$ cat src/rtl/matrix_mac_sequencer.sv
// Sequencer for the 4x4 matrix MAC datapath: buffers A/B row pairs, issues a clear and four
// rank-1 steps to the MAC array, then streams the accumulated 4x4 result out row by row.
module matrix_mac_sequencer #(
    parameter int DATA_WIDTH  = 8,
    parameter int ACC_WIDTH   = 32,
    parameter int MAC_LATENCY = 1
) (
    input  logic                     clock_i,
    input  logic                     reset_i,
    input  logic                     in_valid_i,
    output logic                     in_ready_o,
    input  logic                     in_accum_i,
    input  logic [4*DATA_WIDTH-1:0]  in_a_row_i,
    input  logic [4*DATA_WIDTH-1:0]  in_b_row_i,
    output logic                     mac_clear_o,
    output logic                     mac_enable_o,
    output logic [4*DATA_WIDTH-1:0]  mac_a_col_o,
    output logic [4*DATA_WIDTH-1:0]  mac_b_row_o,
    input  logic [16*ACC_WIDTH-1:0]  mac_result_i,
    output logic                     out_valid_o,
    input  logic                     out_ready_i,
    output logic [4*ACC_WIDTH-1:0]   out_row_o,
    output logic [1:0]               out_row_idx_o,
    output logic                     busy_o,
    output logic                     done_o
);

    typedef enum logic [2:0] {
        IDLE,
        LOAD,
        CLEAR,
        COMPUTE,
        WAIT,
        DRAIN
    } state_e;

    localparam int WaitW = (MAC_LATENCY > 1) ? $clog2(MAC_LATENCY) : 1;
    localparam logic [WaitW-1:0] WaitLast = WaitW'(MAC_LATENCY - 1);

    state_e                  state_q;
    logic [1:0]              row_q;
    logic [1:0]              k_q;
    logic [1:0]              r_q;
    logic [WaitW-1:0]        wait_q;
    logic                    accum_q;
    logic                    in_ready_q;
    logic                    mac_clear_q;
    logic                    mac_enable_q;
    logic                    out_valid_q;
    logic                    busy_q;
    logic                    done_q;
    logic [DATA_WIDTH-1:0]   a_buf_q [4][4];
    logic [DATA_WIDTH-1:0]   b_buf_q [4][4];
    logic [4*ACC_WIDTH-1:0]  result_rows [4];
    logic                    beat;

    assign beat = in_valid_i & in_ready_q;

    // Operand buffers hold their contents across reset; every job rewrites all four rows.
    always_ff @(posedge clock_i) begin
        if (beat) begin
            for (int j = 0; j < 4; j++) begin
                a_buf_q[row_q][j] <= in_a_row_i[j*DATA_WIDTH +: DATA_WIDTH];
                b_buf_q[row_q][j] <= in_b_row_i[j*DATA_WIDTH +: DATA_WIDTH];
            end
        end
    end

    always_ff @(posedge clock_i) begin
        if (reset_i) begin
            state_q      <= IDLE;
            row_q        <= 2'd0;
            k_q          <= 2'd0;
            r_q          <= 2'd0;
            wait_q       <= '0;
            accum_q      <= 1'b0;
            in_ready_q   <= 1'b1;
            mac_clear_q  <= 1'b0;
            mac_enable_q <= 1'b0;
            out_valid_q  <= 1'b0;
            busy_q       <= 1'b0;
            done_q       <= 1'b0;
        end else begin
            done_q <= 1'b0;
            case (state_q)
                IDLE: begin
                    if (beat) begin
                        accum_q <= in_accum_i;
                        row_q   <= 2'd1;
                        busy_q  <= 1'b1;
                        state_q <= LOAD;
                    end
                end
                LOAD: begin
                    if (beat) begin
                        if (row_q == 2'd3) begin
                            row_q      <= 2'd0;
                            in_ready_q <= 1'b0;
                            if (accum_q) begin
                                k_q          <= 2'd0;
                                mac_enable_q <= 1'b1;
                                state_q      <= COMPUTE;
                            end else begin
                                mac_clear_q <= 1'b1;
                                state_q     <= CLEAR;
                            end
                        end else begin
                            row_q <= row_q + 2'd1;
                        end
                    end
                end
                CLEAR: begin
                    mac_clear_q  <= 1'b0;
                    mac_enable_q <= 1'b1;
                    k_q          <= 2'd0;
                    state_q      <= COMPUTE;
                end
                COMPUTE: begin
                    if (k_q == 2'd3) begin
                        k_q          <= 2'd0;
                        mac_enable_q <= 1'b0;
                        wait_q       <= '0;
                        state_q      <= WAIT;
                    end else begin
                        k_q <= k_q + 2'd1;
                    end
                end
                // The MAC array needs MAC_LATENCY cycles after its last step before the sum is usable.
                WAIT: begin
                    if (wait_q == WaitLast) begin
                        wait_q      <= '0;
                        r_q         <= 2'd0;
                        out_valid_q <= 1'b1;
                        state_q     <= DRAIN;
                    end else begin
                        wait_q <= wait_q + 1'b1;
                    end
                end
                DRAIN: begin
                    if (out_ready_i) begin
                        if (r_q == 2'd3) begin
                            r_q         <= 2'd0;
                            out_valid_q <= 1'b0;
                            in_ready_q  <= 1'b1;
                            busy_q      <= 1'b0;
                            done_q      <= 1'b1;
                            state_q     <= IDLE;
                        end else begin
                            r_q <= r_q + 2'd1;
                        end
                    end
                end
                default: begin
                    state_q      <= IDLE;
                    in_ready_q   <= 1'b1;
                    mac_clear_q  <= 1'b0;
                    mac_enable_q <= 1'b0;
                    out_valid_q  <= 1'b0;
                    busy_q       <= 1'b0;
                end
            endcase
        end
    end

    // Column k of A and row k of B, zeroed whenever no MAC step is being issued.
    always_comb begin
        mac_a_col_o = '0;
        mac_b_row_o = '0;
        if (mac_enable_q) begin
            for (int i = 0; i < 4; i++) begin
                mac_a_col_o[i*DATA_WIDTH +: DATA_WIDTH] = a_buf_q[i][k_q];
                mac_b_row_o[i*DATA_WIDTH +: DATA_WIDTH] = b_buf_q[k_q][i];
            end
        end
    end

    for (genvar r = 0; r < 4; r++) begin : g_rows
        assign result_rows[r] = mac_result_i[r*4*ACC_WIDTH +: 4*ACC_WIDTH];
    end

    assign out_row_o     = out_valid_q ? result_rows[r_q] : '0;
    assign out_row_idx_o = r_q;
    assign out_valid_o   = out_valid_q;
    assign in_ready_o    = in_ready_q;
    assign mac_clear_o   = mac_clear_q;
    assign mac_enable_o  = mac_enable_q;
    assign busy_o        = busy_q;
    assign done_o        = done_q;

endmodule

$ cat config.mk
export PLATFORM = sky130hd
export DESIGN_NAME = matrix_mac_sequencer
export DESIGN_NICKNAME = d
export VERILOG_FILES = /design/src/rtl/matrix_mac_sequencer.sv
export SDC_FILE = /design/constraint.sdc
export NUM_CORES = 1
export LEC_CHECK = 0
export BUFFER_PORTS_ARGS = -buffer_cell sky130_fd_sc_hd__buf_2
export CAP_MARGIN = 20
export CORE_AREA = 8 8 294 296
export DETAILED_ROUTE_END_ITERATION = 6
export DIE_AREA = 0 0 302 304
export GPL_TIMING_DRIVEN = 0
export PLACE_DENSITY = 0.37
export SLEW_MARGIN = 5
export SYNTH_ARGS = -nofsm -noshare
export SYNTH_HDL_FRONTEND = slang
export SYNTH_SLANG_ARGS = --single-unit
$ cat constraint.sdc
create_clock -name clock_i -period 4.1 [get_ports clock_i]
set_clock_uncertainty 0.1 [all_clocks]
set_input_delay 1.025 -clock clock_i [delete_from_list [all_inputs] [get_ports clock_i]]
set_output_delay 1.025 -clock clock_i [all_outputs]
set_load 0.03 [all_outputs]
==> run_summary.xml, run 1 <==
<?xml version="1.0" encoding="UTF-8"?>
<metrics>
  <group name="setup_path">
    <metric name="arrival" unit="ns">2.88</metric>
    <metric name="most_used_cell_along_the_critical_path" unit="">sky130_fd_sc_hd__buf_2</metric>
    <metric name="worstSetupEndpointType" unit="">primary output</metric>
    <metric name="crit_path_top_delay_cell" unit="">sky130_fd_sc_hd__mux4_2</metric>
    <metric name="critPathKind" unit="">flip-flop to primary output</metric>
    <metric name="cp_slowest_stage_delay" unit="ns">0.52</metric>
    <metric name="crit_required" unit="ns">2.97</metric>
    <metric name="path_cells" unit="">clkbuf_2 &gt; buf_2 &gt; mux4_2 &gt; and2_1 &gt; buf_2</metric>
    <metric name="cp-start-kind" unit="">flip-flop</metric>
    <metric name="critical_path.max_fanout" unit="">10</metric>
  </group>
  <group name="synth">
    <metric name="synth_xor_xnor_area_share" unit="">0</metric>
    <metric name="muxShareOfSynthArea" unit="">0.300</metric>
    <metric name="synth.largest_area_cell" unit="">sky130_fd_sc_hd__edfxtp_1</metric>
    <metric name="synth-async-reset-ratio" unit="">0</metric>
    <metric name="synth_top_cells_by_area" unit="">sky130_fd_sc_hd__edfxtp_1, sky130_fd_sc_hd__mux4_2, sky130_fd_sc_hd__and2_1</metric>
    <metric name="synth_seq_area_share" unit="">0.556</metric>
    <metric name="mappedNetlistArea" unit="µm²">14500</metric>
    <metric name="ys_seq_elements" unit="">274</metric>
    <metric name="synth_compound_gate_area_share" unit="">0.0101</metric>
    <metric name="yosys.area_share.simple" unit="">0.0995</metric>
    <metric name="number_of_synthesized_flops_with_an_enable_pin" unit="">256</metric>
    <metric name="largest_family_of_logic_cells_by_synthesized_area" unit="">multiplexers</metric>
    <metric name="synth.avg_cell_area" unit="µm²">17.8</metric>
    <metric name="yosys.area_share.adder" unit="">0.00519</metric>
    <metric name="syn-num-nets" unit="">1400</metric>
    <metric name="synthMostInstantiatedCell" unit="">sky130_fd_sc_hd__edfxtp_1</metric>
    <metric name="ys_top_cells_by_count" unit="">sky130_fd_sc_hd__edfxtp_1, sky130_fd_sc_hd__and2_1, sky130_fd_sc_hd__mux4_2</metric>
    <metric name="post-synth-top-area-fraction" unit="">0.532</metric>
    <metric name="synth_cells" unit="">813</metric>
    <metric name="synth-warning-count" unit="">0</metric>
    <metric name="synth_top_flop_cell" unit="">sky130_fd_sc_hd__edfxtp_1</metric>
    <metric name="ys_types" unit="">31</metric>
  </group>
  <group name="detailed_routing">
    <metric name="detailedRoute.firstPassIterationCount" unit="">5</metric>
    <metric name="vias" unit="">12100</metric>
    <metric name="route.final.wire_length" unit="µm">107000</metric>
    <metric name="remaining_drc_errors" unit="">0</metric>
    <metric name="detail_route.vias_per_cell" unit="">4.38</metric>
    <metric name="drtIter0Drc" unit="">906</metric>
    <metric name="avgRoutedWirePerCell" unit="µm">38.8</metric>
    <metric name="drtAntennaViolNets" unit="">0</metric>
  </group>
  <group name="cells_and_area">
    <metric name="final_layout_size_suffix_gt1_frac" unit="">0.641</metric>
    <metric name="post_layout_utilization_of_the_core" unit="">0.255</metric>
    <metric name="syn_to_final_growth" unit="%">44.1</metric>
    <metric name="num-fill-cells" unit="">8695</metric>
    <metric name="nets" unit="">2216</metric>
  </group>
  <group name="placed_design">
    <metric name="gpl.final_weighted_congestion" unit="">0.997</metric>
    <metric name="dpl.hpwl" unit="µm">93600</metric>
    <metric name="place.port_buffers" unit="">780</metric>
  </group>
  <group name="clock_tree">
    <metric name="clock_latency" unit="ns">0.58</metric>
    <metric name="cts_tree" unit="">done</metric>
    <metric name="cts-hold-fix-buffers" unit="">0</metric>
    <metric name="ctsRootBufferMaster" unit="">sky130_fd_sc_hd__clkbuf_16</metric>
    <metric name="cts_num_sinks" unit="">274</metric>
    <metric name="clkTransAtPathRegs" unit="ns">0.06</metric>
    <metric name="cts-root-to-sink-buffers" unit="">3</metric>
    <metric name="numCtsBuffers" unit="">29</metric>
    <metric name="clock_tree.htree_level_count" unit="">1</metric>
  </group>
  <group name="sta">
    <metric name="layout_worst_path_cycle_share" unit="">0.976</metric>
    <metric name="hold_violations" unit="">0</metric>
    <metric name="final-setup-viol-count" unit="">0</metric>
    <metric name="timing_worst_slew_pin_value" unit="ns">0.875</metric>
    <metric name="drv_slew" unit="">0</metric>
    <metric name="clock.fmax" unit="MHz">250</metric>
    <metric name="setup-tns-final" unit="ns">0</metric>
    <metric name="final_period_demand_of_the_worst_path" unit="ns">4.00</metric>
    <metric name="max-slew-margin-rel" unit="">0.417</metric>
    <metric name="setup_repair_after_global_routing_missed_its_margin" unit="">no</metric>
  </group>
  <group name="floorplanning">
    <metric name="die-area" unit="µm²">91800</metric>
    <metric name="rows" unit="">105</metric>
    <metric name="die_w" unit="µm">302</metric>
    <metric name="std_cell_core_area" unit="µm²">81600</metric>
    <metric name="die_h" unit="µm">304</metric>
    <metric name="boundaryPins" unit="">781</metric>
    <metric name="start_util" unit="">0.177</metric>
  </group>
  <group name="grt">
    <metric name="grt_pass1_wl" unit="µm">134000</metric>
    <metric name="gr-total-overflow" unit="">0</metric>
    <metric name="grt_antenna_before_repair" unit="">98</metric>
    <metric name="global_route.peak_usage_layer" unit="">met2</metric>
    <metric name="grt.met2_usage" unit="">0.360</metric>
    <metric name="globalRouteMet1Util" unit="">0.238</metric>
    <metric name="grt_util_all_layers" unit="">0.223</metric>
    <metric name="globalRouteMet3Util" unit="">0.117</metric>
    <metric name="grt_pass1_vias" unit="">12700</metric>
    <metric name="largest_net_degree_at_the_start_of_global_routing" unit="">50</metric>
  </group>
  <group name="power_and_ir_drop">
    <metric name="p_per_area" unit="nW/µm²">311</metric>
    <metric name="power.switching" unit="µW">1540</metric>
    <metric name="pwr-share-comb" unit="">0.124</metric>
    <metric name="p_int" unit="µW">4940</metric>
    <metric name="fin_total_pwr" unit="µW">6480</metric>
    <metric name="swShare" unit="">0.237</metric>
    <metric name="pwr-share-seq" unit="">0.490</metric>
    <metric name="p_clk_frac" unit="">0.386</metric>
    <metric name="power.static_leakage" unit="µW">0.00833</metric>
    <metric name="power.ir.vdd_worst" unit="V">0.000326</metric>
  </group>
  <group name="hold_path">
    <metric name="min_path_type" unit="">flip-flop to flip-flop</metric>
  </group>
  <group name="run">
    <metric name="maxCapViolCount" unit="">0</metric>
  </group>
  <group name="run_status">
    <metric name="status" unit="">finished clean</metric>
  </group>
</metrics>
## final cells by class
| class | count | area (µm²) | share of cell area |
|---|---|---|---|
| diodes | 38 | 95.1 | 0.00456 |
| plain buffers | 70 | 392 | 0.0188 |
| clock buffers | 33 | 741 | 0.0355 |
| clock inverters | 17 | 148 | 0.00709 |
| inverters | 6 | 22.5 | 0.00108 |
| multi-input cells | 463 | 6020 | 0.289 |
| flip-flops and latches | 274 | 8050 | 0.386 |
| well taps | 1070 | 1340 | 0.0642 |
| repair buffers | 785 | 4030 | 0.193 |
## power groups by stage
stage	combinational (µW)	sequential, µW	clock (µW)
2_1_floorplan	277	3240	0
3_3_place_gp	797	3240	0
3_5_place_dp	814	3230	0
4_1_cts	819	3180	2580
5_1_grt	857	3180	2680
6_report	806	3170	2500
## final timing paths
check	slack, ns	start	depth (start not counted)	end
min reg2reg	0.37	busy_o$_SDFFE_PP0P_	1	busy_o$_SDFFE_PP0P_
max reg2reg	2.07	row_q[0]$_SDFFE_PP0P_	6	flip-flop
max	0.1	out_row_idx_o[1]$_SDFFE_PP0P_	5	out_row_o[24]
min	0.37	busy_o$_SDFFE_PP0P_	1	busy_o$_SDFFE_PP0P_
## cells in the final DEF (no fill, tap or decap), types with 4 or more instances in the layout
cell / n
sky130_fd_sc_hd__mux4_2: 192
sky130_fd_sc_hd__buf_1: 4
sky130_fd_sc_hd__nor2_1: 8
sky130_fd_sc_hd__diode_2: 38
sky130_fd_sc_hd__clkbuf_1: 32
sky130_fd_sc_hd__buf_6: 11
sky130_fd_sc_hd__and3_4: 4
sky130_fd_sc_hd__buf_4: 5
sky130_fd_sc_hd__buf_2: 801
sky130_fd_sc_hd__clkbuf_16: 29
sky130_fd_sc_hd__o21ai_0: 9
sky130_fd_sc_hd__dfxtp_1: 18
sky130_fd_sc_hd__nor3_1: 4
sky130_fd_sc_hd__buf_16: 4
sky130_fd_sc_hd__a21oi_1: 11
sky130_fd_sc_hd__and2_1: 193
sky130_fd_sc_hd__inv_1: 6
sky130_fd_sc_hd__nand2_1: 10
sky130_fd_sc_hd__ha_1: 6
sky130_fd_sc_hd__clkinv_1: 9
sky130_fd_sc_hd__edfxtp_1: 256
## logic make-up after synthesis
group | Yosys count
flops | 274
simple gates | 237
mux | 194
buf+inv | 76
compound gates | 26
fa+ha+maj | 6
## metrics by stage
stage                     hold slack [ns]  std cells  setup slack, ns  area, µm²
final                               0.366       2756           0.0993      20800
after detailed placement            0.357       2668            0.336      19900
after global placement              0.360       2663            -1.01      19700
after CTS                           0.373       2718           0.0118      20700
after floorplan                     0.379        813            0.726      14500
after global routing                0.388       2748           0.0551      20800
## registers in the layout (all words and copies together), names as in the netlist, named ones only
register       flops
b_buf_q          128
mac_enable_o       1
out_valid_o        1
in_ready_o         1
row_q              2
busy_o             1
mac_clear_o        1
a_buf_q          128
done_o             1
state_q            3
accum_q            1
k_q                2
out_row_idx_o      2
## worst max-delay path, delay by kind of cell, from the launching register on
family / cells / cell delay (ns)
simple gates: 1 / 0.23
buf+inv: 3 / 1.01
flops: 1 / 0.51
mux: 1 / 0.52
## routing by layer
layer | up-vias | wire length (µm)
met5 | - | 124
met3 | 188 | 13700
met4 | 16 | 4660
met1 | 6208 | 37500
met2 | 693 | 51000
li1 | 4979 | -
## what timing repair did
| item | in CTS | in global routing |
|---|---|---|
| buffers inserted | 0 | 0 |
| resized for setup | 2 | 0 |
| setup endpoints to repair | 103 | 0 |
No activity file was read; power rests on OpenSTA's default activity.
==> inputs of run 2 (changes only) <==
--- a/config.mk
+++ b/config.mk
@@ -12,6 +12,7 @@
 export DIE_AREA = 0 0 302 304
 export GPL_TIMING_DRIVEN = 0
 export PLACE_DENSITY = 0.37
+export RECOVER_POWER = 25
 export SLEW_MARGIN = 5
 export SYNTH_ARGS = -nofsm -noshare
 export SYNTH_HDL_FRONTEND = slang
==> run_summary.xml, run 2 (synthesis results as in run 1) <==
<?xml version="1.0" encoding="UTF-8"?>
<metrics>
  <group name="setup_path">
    <metric name="critPathKind" unit="">flip-flop to primary output</metric>
    <metric name="most_used_cell_along_the_critical_path" unit="">sky130_fd_sc_hd__buf_2</metric>
    <metric name="crit_path_top_delay_cell" unit="">sky130_fd_sc_hd__mux4_2</metric>
    <metric name="critical_path.max_fanout" unit="">10</metric>
    <metric name="arrival" unit="ns">2.89</metric>
    <metric name="cp_slowest_stage_delay" unit="ns">0.52</metric>
    <metric name="path_cells" unit="">clkbuf_2 &gt; buf_2 &gt; mux4_2 &gt; and2_1 &gt; buf_2</metric>
    <metric name="crit_required" unit="ns">2.97</metric>
    <metric name="worstSetupEndpointType" unit="">primary output</metric>
    <metric name="cp-start-kind" unit="">flip-flop</metric>
  </group>
  <group name="clock_tree">
    <metric name="cts_repair_resize_count" unit="">2</metric>
    <metric name="cts_tree" unit="">done</metric>
    <metric name="cts_num_sinks" unit="">274</metric>
    <metric name="ctsRootBufferMaster" unit="">sky130_fd_sc_hd__clkbuf_16</metric>
    <metric name="numCtsBuffers" unit="">29</metric>
    <metric name="clkTransAtPathRegs" unit="ns">0.06</metric>
    <metric name="cts-hold-fix-buffers" unit="">0</metric>
    <metric name="post-cts-setup-buffer-count" unit="">0</metric>
    <metric name="cts-root-to-sink-buffers" unit="">3</metric>
    <metric name="clock_tree.htree_level_count" unit="">1</metric>
    <metric name="clock_latency" unit="ns">0.58</metric>
  </group>
  <group name="sta">
    <metric name="layout_worst_path_cycle_share" unit="">0.979</metric>
    <metric name="final-setup-viol-count" unit="">0</metric>
    <metric name="hold_violations" unit="">0</metric>
    <metric name="fin_worst_hold_slack" unit="ns">0.366</metric>
    <metric name="drv_slew" unit="">0</metric>
    <metric name="timing_worst_slew_pin_value" unit="ns">0.880</metric>
    <metric name="setup_repair_after_global_routing_missed_its_margin" unit="">no</metric>
    <metric name="final_period_demand_of_the_worst_path" unit="ns">4.01</metric>
    <metric name="clock.fmax" unit="MHz">249</metric>
    <metric name="max-slew-margin-rel" unit="">0.413</metric>
  </group>
  <group name="detailed_routing">
    <metric name="route.final.wire_length" unit="µm">107000</metric>
    <metric name="drtIter0Drc" unit="">886</metric>
    <metric name="drtAntennaViolNets" unit="">0</metric>
    <metric name="detail_route.vias_per_cell" unit="">4.37</metric>
    <metric name="avgRoutedWirePerCell" unit="µm">38.9</metric>
    <metric name="vias" unit="">12000</metric>
    <metric name="remaining_drc_errors" unit="">0</metric>
    <metric name="detailedRoute.firstPassIterationCount" unit="">5</metric>
  </group>
  <group name="floorplanning">
    <metric name="boundaryPins" unit="">781</metric>
    <metric name="die_w" unit="µm">302</metric>
    <metric name="std_cell_core_area" unit="µm²">81600</metric>
    <metric name="die_h" unit="µm">304</metric>
    <metric name="rows" unit="">105</metric>
    <metric name="die-area" unit="µm²">91800</metric>
    <metric name="start_util" unit="">0.177</metric>
  </group>
  <group name="cells_and_area">
    <metric name="stdcell_area" unit="µm²">20800</metric>
    <metric name="final_layout_size_suffix_gt1_frac" unit="">0.611</metric>
    <metric name="num-fill-cells" unit="">8685</metric>
    <metric name="nets" unit="">2216</metric>
    <metric name="layout_commonest_cell" unit="">sky130_fd_sc_hd__buf_2</metric>
    <metric name="syn_to_final_growth" unit="%">43.6</metric>
    <metric name="post_layout_utilization_of_the_core" unit="">0.255</metric>
    <metric name="largest_regs" unit="">a_buf_q x128, b_buf_q x128, state_q x3</metric>
    <metric name="mostFrequentLayoutCells" unit="">sky130_fd_sc_hd__buf_2, sky130_fd_sc_hd__edfxtp_1, sky130_fd_sc_hd__and2_1</metric>
  </group>
  <group name="grt">
    <metric name="grt_pass1_vias" unit="">12700</metric>
    <metric name="grt_antenna_before_repair" unit="">96</metric>
    <metric name="grt_pass1_wl" unit="µm">134000</metric>
    <metric name="grt_util_all_layers" unit="">0.223</metric>
    <metric name="gr-total-overflow" unit="">0</metric>
    <metric name="largest_net_degree_at_the_start_of_global_routing" unit="">50</metric>
  </group>
  <group name="placed_design">
    <metric name="dpl.hpwl" unit="µm">93600</metric>
    <metric name="gpl.final_weighted_congestion" unit="">0.997</metric>
    <metric name="place.port_buffers" unit="">780</metric>
    <metric name="placed_area" unit="µm²">19900</metric>
  </group>
  <group name="power_and_ir_drop">
    <metric name="power.ir.vdd_worst" unit="V">0.000323</metric>
    <metric name="fin_total_pwr" unit="µW">6470</metric>
    <metric name="p_per_area" unit="nW/µm²">312</metric>
    <metric name="power.static_leakage" unit="µW">0.00820</metric>
  </group>
  <group name="run_status">
    <metric name="status" unit="">finished clean</metric>
  </group>
  <group name="run">
    <metric name="maxCapViolCount" unit="">0</metric>
  </group>
  <group name="hold_path">
    <metric name="min_path_type" unit="">flip-flop to flip-flop</metric>
  </group>
</metrics>
## run 2: final timing paths
path                                      start                  end  slack [ns]  depth (start not counted)
hold / removal              busy_o$_SDFFE_PP0P_  busy_o$_SDFFE_PP0P_        0.37                          1
setup / recovery  out_row_idx_o[1]$_SDFFE_PP0P_        out_row_o[24]        0.09                          5
setup reg to reg          row_q[0]$_SDFFE_PP0P_  k_q[1]$_SDFFE_PP0N_        2.06                          6
hold reg to reg             busy_o$_SDFFE_PP0P_  busy_o$_SDFFE_PP0P_        0.37                          1
## run 2: stage by stage
step / instances / setup TNS (ns) / setup slack [ns]
detailed placement: 2668 / 0 / 0.336
CTS: 2718 / 0 / 0.0118
finish: 2755 / 0 / 0.0872
global route: 2748 / 0 / 0.0551
floorplan: 813 / 0 / 0.726
global placement: 2663 / -142.79 / -1.01
## run 2: routing by layer
metal	track usage	up-vias	wire length (µm)
met5	0	-	123
met4	0.105	16	4580
met3	0.117	182	13900
met2	0.360	683	51100
met1	0.238	6193	37500
li1	-	4975	-
## run 2: area by class of cell
| type | count | area, µm² | share of cell area |
|---|---|---|---|
| multi-input cells | 463 | 6020 | 0.290 |
| repair buffers | 785 | 3970 | 0.191 |
| diodes | 37 | 92.6 | 0.00446 |
| inverters | 6 | 22.5 | 0.00108 |
| clock inverters | 17 | 148 | 0.00711 |
| clock buffers | 33 | 741 | 0.0357 |
| well taps | 1070 | 1340 | 0.0644 |
| flip-flops and latches | 274 | 8050 | 0.387 |
| plain buffers | 70 | 392 | 0.0189 |
## run 2: where the power goes
group	switching, µW	total [µW]	internal [µW]
combinational	436	800	363
clock	1080	2500	1420
sequential	20.1	3170	3150
total	1540	6470	4930
## run 2: critical path: cells and delay by family (launching register included)
| family | cells | cell delay (ns) |
|---|---|---|
| flops | 1 | 0.51 |
| simple gates | 1 | 0.23 |
| buf+inv | 3 | 1.02 |
| mux | 1 | 0.52 |
==> inputs of run 3 (changes only) <==
--- a/config.mk
+++ b/config.mk
@@ -5,11 +5,12 @@
 export SDC_FILE = /design/constraint.sdc
 export NUM_CORES = 1
 export LEC_CHECK = 0
+export ABC_AREA = 1
 export BUFFER_PORTS_ARGS = -buffer_cell sky130_fd_sc_hd__buf_2
 export CAP_MARGIN = 20
-export CORE_AREA = 8 8 294 296
+export CORE_AREA = 8 8 299 301
 export DETAILED_ROUTE_END_ITERATION = 6
-export DIE_AREA = 0 0 302 304
+export DIE_AREA = 0 0 307 309
 export GPL_TIMING_DRIVEN = 0
 export PLACE_DENSITY = 0.37
 export RECOVER_POWER = 25
==> constraint.sdc (replaced) <==
create_clock -name clock_i -period 4.1 [get_ports clock_i]
set_clock_uncertainty 0.1 [all_clocks]
set_input_delay 0.82 -clock clock_i [delete_from_list [all_inputs] [get_ports clock_i]]
set_output_delay 0.82 -clock clock_i [all_outputs]
set_load 0.03 [all_outputs]
==> run_summary.xml, run 3 <==
<?xml version="1.0" encoding="UTF-8"?>
<metrics>
  <group name="run_status">
    <metric name="status" unit="">finished clean</metric>
  </group>
  <group name="cells_and_area">
    <metric name="mostFrequentLayoutCells" unit="">sky130_fd_sc_hd__nor2_1, sky130_fd_sc_hd__buf_2, sky130_fd_sc_hd__o21ai_0</metric>
    <metric name="syn_to_final_growth" unit="%">42.3</metric>
    <metric name="post_layout_utilization_of_the_core" unit="">0.258</metric>
    <metric name="num-fill-cells" unit="">9641</metric>
    <metric name="stdcell_area" unit="µm²">21800</metric>
    <metric name="largest_regs" unit="">a_buf_q x128, b_buf_q x128, state_q x3</metric>
    <metric name="multi_input_area" unit="µm²">6300</metric>
    <metric name="layout_commonest_cell" unit="">sky130_fd_sc_hd__nor2_1</metric>
    <metric name="layout.area.seq" unit="µm²">8050</metric>
    <metric name="final_layout_size_suffix_gt1_frac" unit="">0.331</metric>
    <metric name="nets" unit="">3305</metric>
  </group>
  <group name="floorplanning">
    <metric name="rows" unit="">107</metric>
    <metric name="die-area" unit="µm²">94900</metric>
    <metric name="start_util" unit="">0.181</metric>
    <metric name="boundaryPins" unit="">781</metric>
    <metric name="die_h" unit="µm">309</metric>
    <metric name="std_cell_core_area" unit="µm²">84600</metric>
    <metric name="die_w" unit="µm">307</metric>
  </group>
  <group name="sta">
    <metric name="clock.fmax" unit="MHz">255</metric>
    <metric name="final-setup-viol-count" unit="">0</metric>
    <metric name="timing_worst_slew_pin_value" unit="ns">1.02</metric>
    <metric name="hold_violations" unit="">0</metric>
    <metric name="setup_repair_after_global_routing_missed_its_margin" unit="">no</metric>
    <metric name="max-slew-margin-rel" unit="">0.319</metric>
    <metric name="fin_worst_hold_slack" unit="ns">0.364</metric>
    <metric name="layout_worst_path_cycle_share" unit="">0.957</metric>
    <metric name="drv_slew" unit="">0</metric>
    <metric name="setup_ws" unit="ns">0.176</metric>
    <metric name="final_period_demand_of_the_worst_path" unit="ns">3.92</metric>
  </group>
  <group name="power_and_ir_drop">
    <metric name="power.ir.vdd_worst" unit="V">0.000405</metric>
    <metric name="power.static_leakage" unit="µW">0.00938</metric>
    <metric name="swShare" unit="">0.434</metric>
    <metric name="p_per_area" unit="nW/µm²">475</metric>
    <metric name="power.switching" unit="µW">4490</metric>
    <metric name="pwr-share-comb" unit="">0.426</metric>
    <metric name="pwr-share-seq" unit="">0.336</metric>
    <metric name="p_clk_frac" unit="">0.238</metric>
    <metric name="p_int" unit="µW">5850</metric>
  </group>
  <group name="grt">
    <metric name="grt_pass1_vias" unit="">17300</metric>
    <metric name="grt_antenna_before_repair" unit="">81</metric>
    <metric name="gr-total-overflow" unit="">0</metric>
    <metric name="grt_util_all_layers" unit="">0.225</metric>
    <metric name="largest_net_degree_at_the_start_of_global_routing" unit="">25</metric>
    <metric name="grt_pass1_wl" unit="µm">149000</metric>
  </group>
  <group name="detailed_routing">
    <metric name="remaining_drc_errors" unit="">0</metric>
    <metric name="vias" unit="">17700</metric>
    <metric name="detail_route.vias_per_cell" unit="">4.52</metric>
    <metric name="drtIter0Drc" unit="">1830</metric>
    <metric name="avgRoutedWirePerCell" unit="µm">29.1</metric>
    <metric name="detailedRoute.firstPassIterationCount" unit="">6</metric>
    <metric name="drtAntennaViolNets" unit="">0</metric>
    <metric name="route.final.wire_length" unit="µm">114000</metric>
  </group>
  <group name="hold_path">
    <metric name="min_path_type" unit="">flip-flop to flip-flop</metric>
  </group>
  <group name="synth">
    <metric name="synthMostInstantiatedCell" unit="">sky130_fd_sc_hd__nor2_1</metric>
    <metric name="synth-async-reset-ratio" unit="">0</metric>
    <metric name="ys_types" unit="">25</metric>
    <metric name="synth-warning-count" unit="">0</metric>
    <metric name="number_of_synthesized_flops_with_an_enable_pin" unit="">256</metric>
    <metric name="synth.avg_cell_area" unit="µm²">8.06</metric>
    <metric name="ys_top_cells_by_count" unit="">sky130_fd_sc_hd__nor2_1, sky130_fd_sc_hd__o21ai_0, sky130_fd_sc_hd__edfxtp_1</metric>
    <metric name="synth_cells" unit="">1900</metric>
    <metric name="syn-num-nets" unit="">2487</metric>
    <metric name="synth_top_flop_cell" unit="">sky130_fd_sc_hd__edfxtp_1</metric>
    <metric name="mappedNetlistArea" unit="µm²">15300</metric>
    <metric name="ys_seq_elements" unit="">274</metric>
    <metric name="synth.largest_area_cell" unit="">sky130_fd_sc_hd__edfxtp_1</metric>
    <metric name="synth_seq_area_share" unit="">0.526</metric>
    <metric name="synth_top_cells_by_area" unit="">sky130_fd_sc_hd__edfxtp_1, sky130_fd_sc_hd__nor2_1, sky130_fd_sc_hd__o21ai_0</metric>
    <metric name="post-synth-top-area-fraction" unit="">0.502</metric>
  </group>
  <group name="clock_tree">
    <metric name="cts_num_sinks" unit="">274</metric>
    <metric name="numCtsBuffers" unit="">27</metric>
    <metric name="cts_tree" unit="">done</metric>
    <metric name="post-cts-setup-buffer-count" unit="">0</metric>
    <metric name="clock_tree.htree_level_count" unit="">1</metric>
    <metric name="cts-hold-fix-buffers" unit="">0</metric>
    <metric name="clock_latency" unit="ns">0.56</metric>
    <metric name="cts-root-to-sink-buffers" unit="">3</metric>
    <metric name="ctsRootBufferMaster" unit="">sky130_fd_sc_hd__clkbuf_16</metric>
    <metric name="clkTransAtPathRegs" unit="ns">0.07</metric>
  </group>
  <group name="setup_path">
    <metric name="worstSetupEndpointType" unit="">primary output</metric>
    <metric name="critical_path.max_fanout" unit="">10</metric>
    <metric name="rrSetupSlack" unit="ns">1.68</metric>
    <metric name="arrival" unit="ns">3.00</metric>
    <metric name="cp-start-kind" unit="">flip-flop</metric>
    <metric name="critPathKind" unit="">flip-flop to primary output</metric>
    <metric name="crit_required" unit="ns">3.18</metric>
  </group>
  <group name="placed_design">
    <metric name="dpl_worst_slack" unit="ns">0.646</metric>
    <metric name="placed_area" unit="µm²">20900</metric>
    <metric name="dpl.hpwl" unit="µm">98000</metric>
    <metric name="place.port_buffers" unit="">779</metric>
    <metric name="gpl.final_weighted_congestion" unit="">0.986</metric>
  </group>
  <group name="run">
    <metric name="maxCapViolCount" unit="">0</metric>
  </group>
</metrics>
run 3: cell types whose count changed after synthesis, sizes merged, moves of 41 or more:
cell and change:
nor2 +787, o21ai +382, a21oi +193, and2 -193, mux4 -192, buf +41
run 3: critical path, cell delays in order (launching register included):
cell	delay, ns
sky130_fd_sc_hd__dfxtp_1	0.59
sky130_fd_sc_hd__inv_2	0.05
sky130_fd_sc_hd__clkbuf_1	0.37
sky130_fd_sc_hd__buf_2	0.33
sky130_fd_sc_hd__nor2_1	0.11
sky130_fd_sc_hd__o21ai_0	0.09
sky130_fd_sc_hd__a21oi_1	0.48
sky130_fd_sc_hd__buf_2	0.40
run 3: cell type report:
| cell class | count | area share |
|---|---|---|
| Buffer | 149 | 0.0407 |
| Clock buffer | 32 | 0.0319 |
| Multi-Input combinational cell | 1448 | 0.289 |
| Sequential cell | 274 | 0.369 |
| Timing Repair Buffer | 789 | 0.186 |
| Tap cell | 1144 | 0.0657 |
| Inverter | 29 | 0.00500 |
| Clock inverter | 18 | 0.00752 |
| Antenna cell | 39 | 0.00448 |
run 3: path summary, 6_finish.rpt:
check / startpoint / endpoint / cells after the start
max: out_row_idx_o[1]$_SDFFE_PP0P_ / out_row_o[77] / 7
min: mac_clear_o$_SDFFE_PP0P_ / mac_clear_o$_SDFFE_PP0P_ / 2
max reg2reg: in_ready_o$_SDFFE_PP1P_ / a_buf_q[0][30]$_DFFE_PP_ / 4
min reg2reg: mac_clear_o$_SDFFE_PP0P_ / mac_clear_o$_SDFFE_PP0P_ / 2
run 3: power by group through the flow:
stage | Combinational [µW] | Clock [µW] | Sequential (µW)
floorplan | 2310 | 0 | 3580
global placement | 4360 | 0 | 3600
detailed placement | 4430 | 0 | 3540
CTS | 4440 | 2540 | 3480
global route | 4760 | 2630 | 3500
finish | 4400 | 2460 | 3480
run 3: metrics by stage:
step	total power [µW]	std cells	TNS, ns
6_report	10300	3922	0
3_3_place_gp	7950	3823	-624.66
4_1_cts	10500	3883	0
2_1_floorplan	5890	1900	-29.90
5_1_grt	10900	3900	0
3_5_place_dp	7970	3833	0
run 3: what timing repair did:
action	CTS	global route
gates resized for setup	0	2
hold endpoints to repair	0	0
setup endpoints to repair	0	2
run 3: kinds of logic (layout without fill, tap and decap cells):
family / count (synthesis) / count (layout) / synth area share
other cells: 0 / 39 / 0
compound gates: 596 / 596 / 0.195
flops: 274 / 274 / 0.526
fa+ha+maj: 6 / 6 / 0.00490
buf+inv: 178 / 1017 / 0.0650
simple gates: 846 / 846 / 0.210
run 3: per-layer routing:
metal  share of wire  routed length (µm)  global-route usage
met5          0.0011                 131                   0
met3            0.14               16000               0.128
met2            0.45               51400               0.356
met4           0.024                2690              0.0594
met1            0.39               44100               0.261
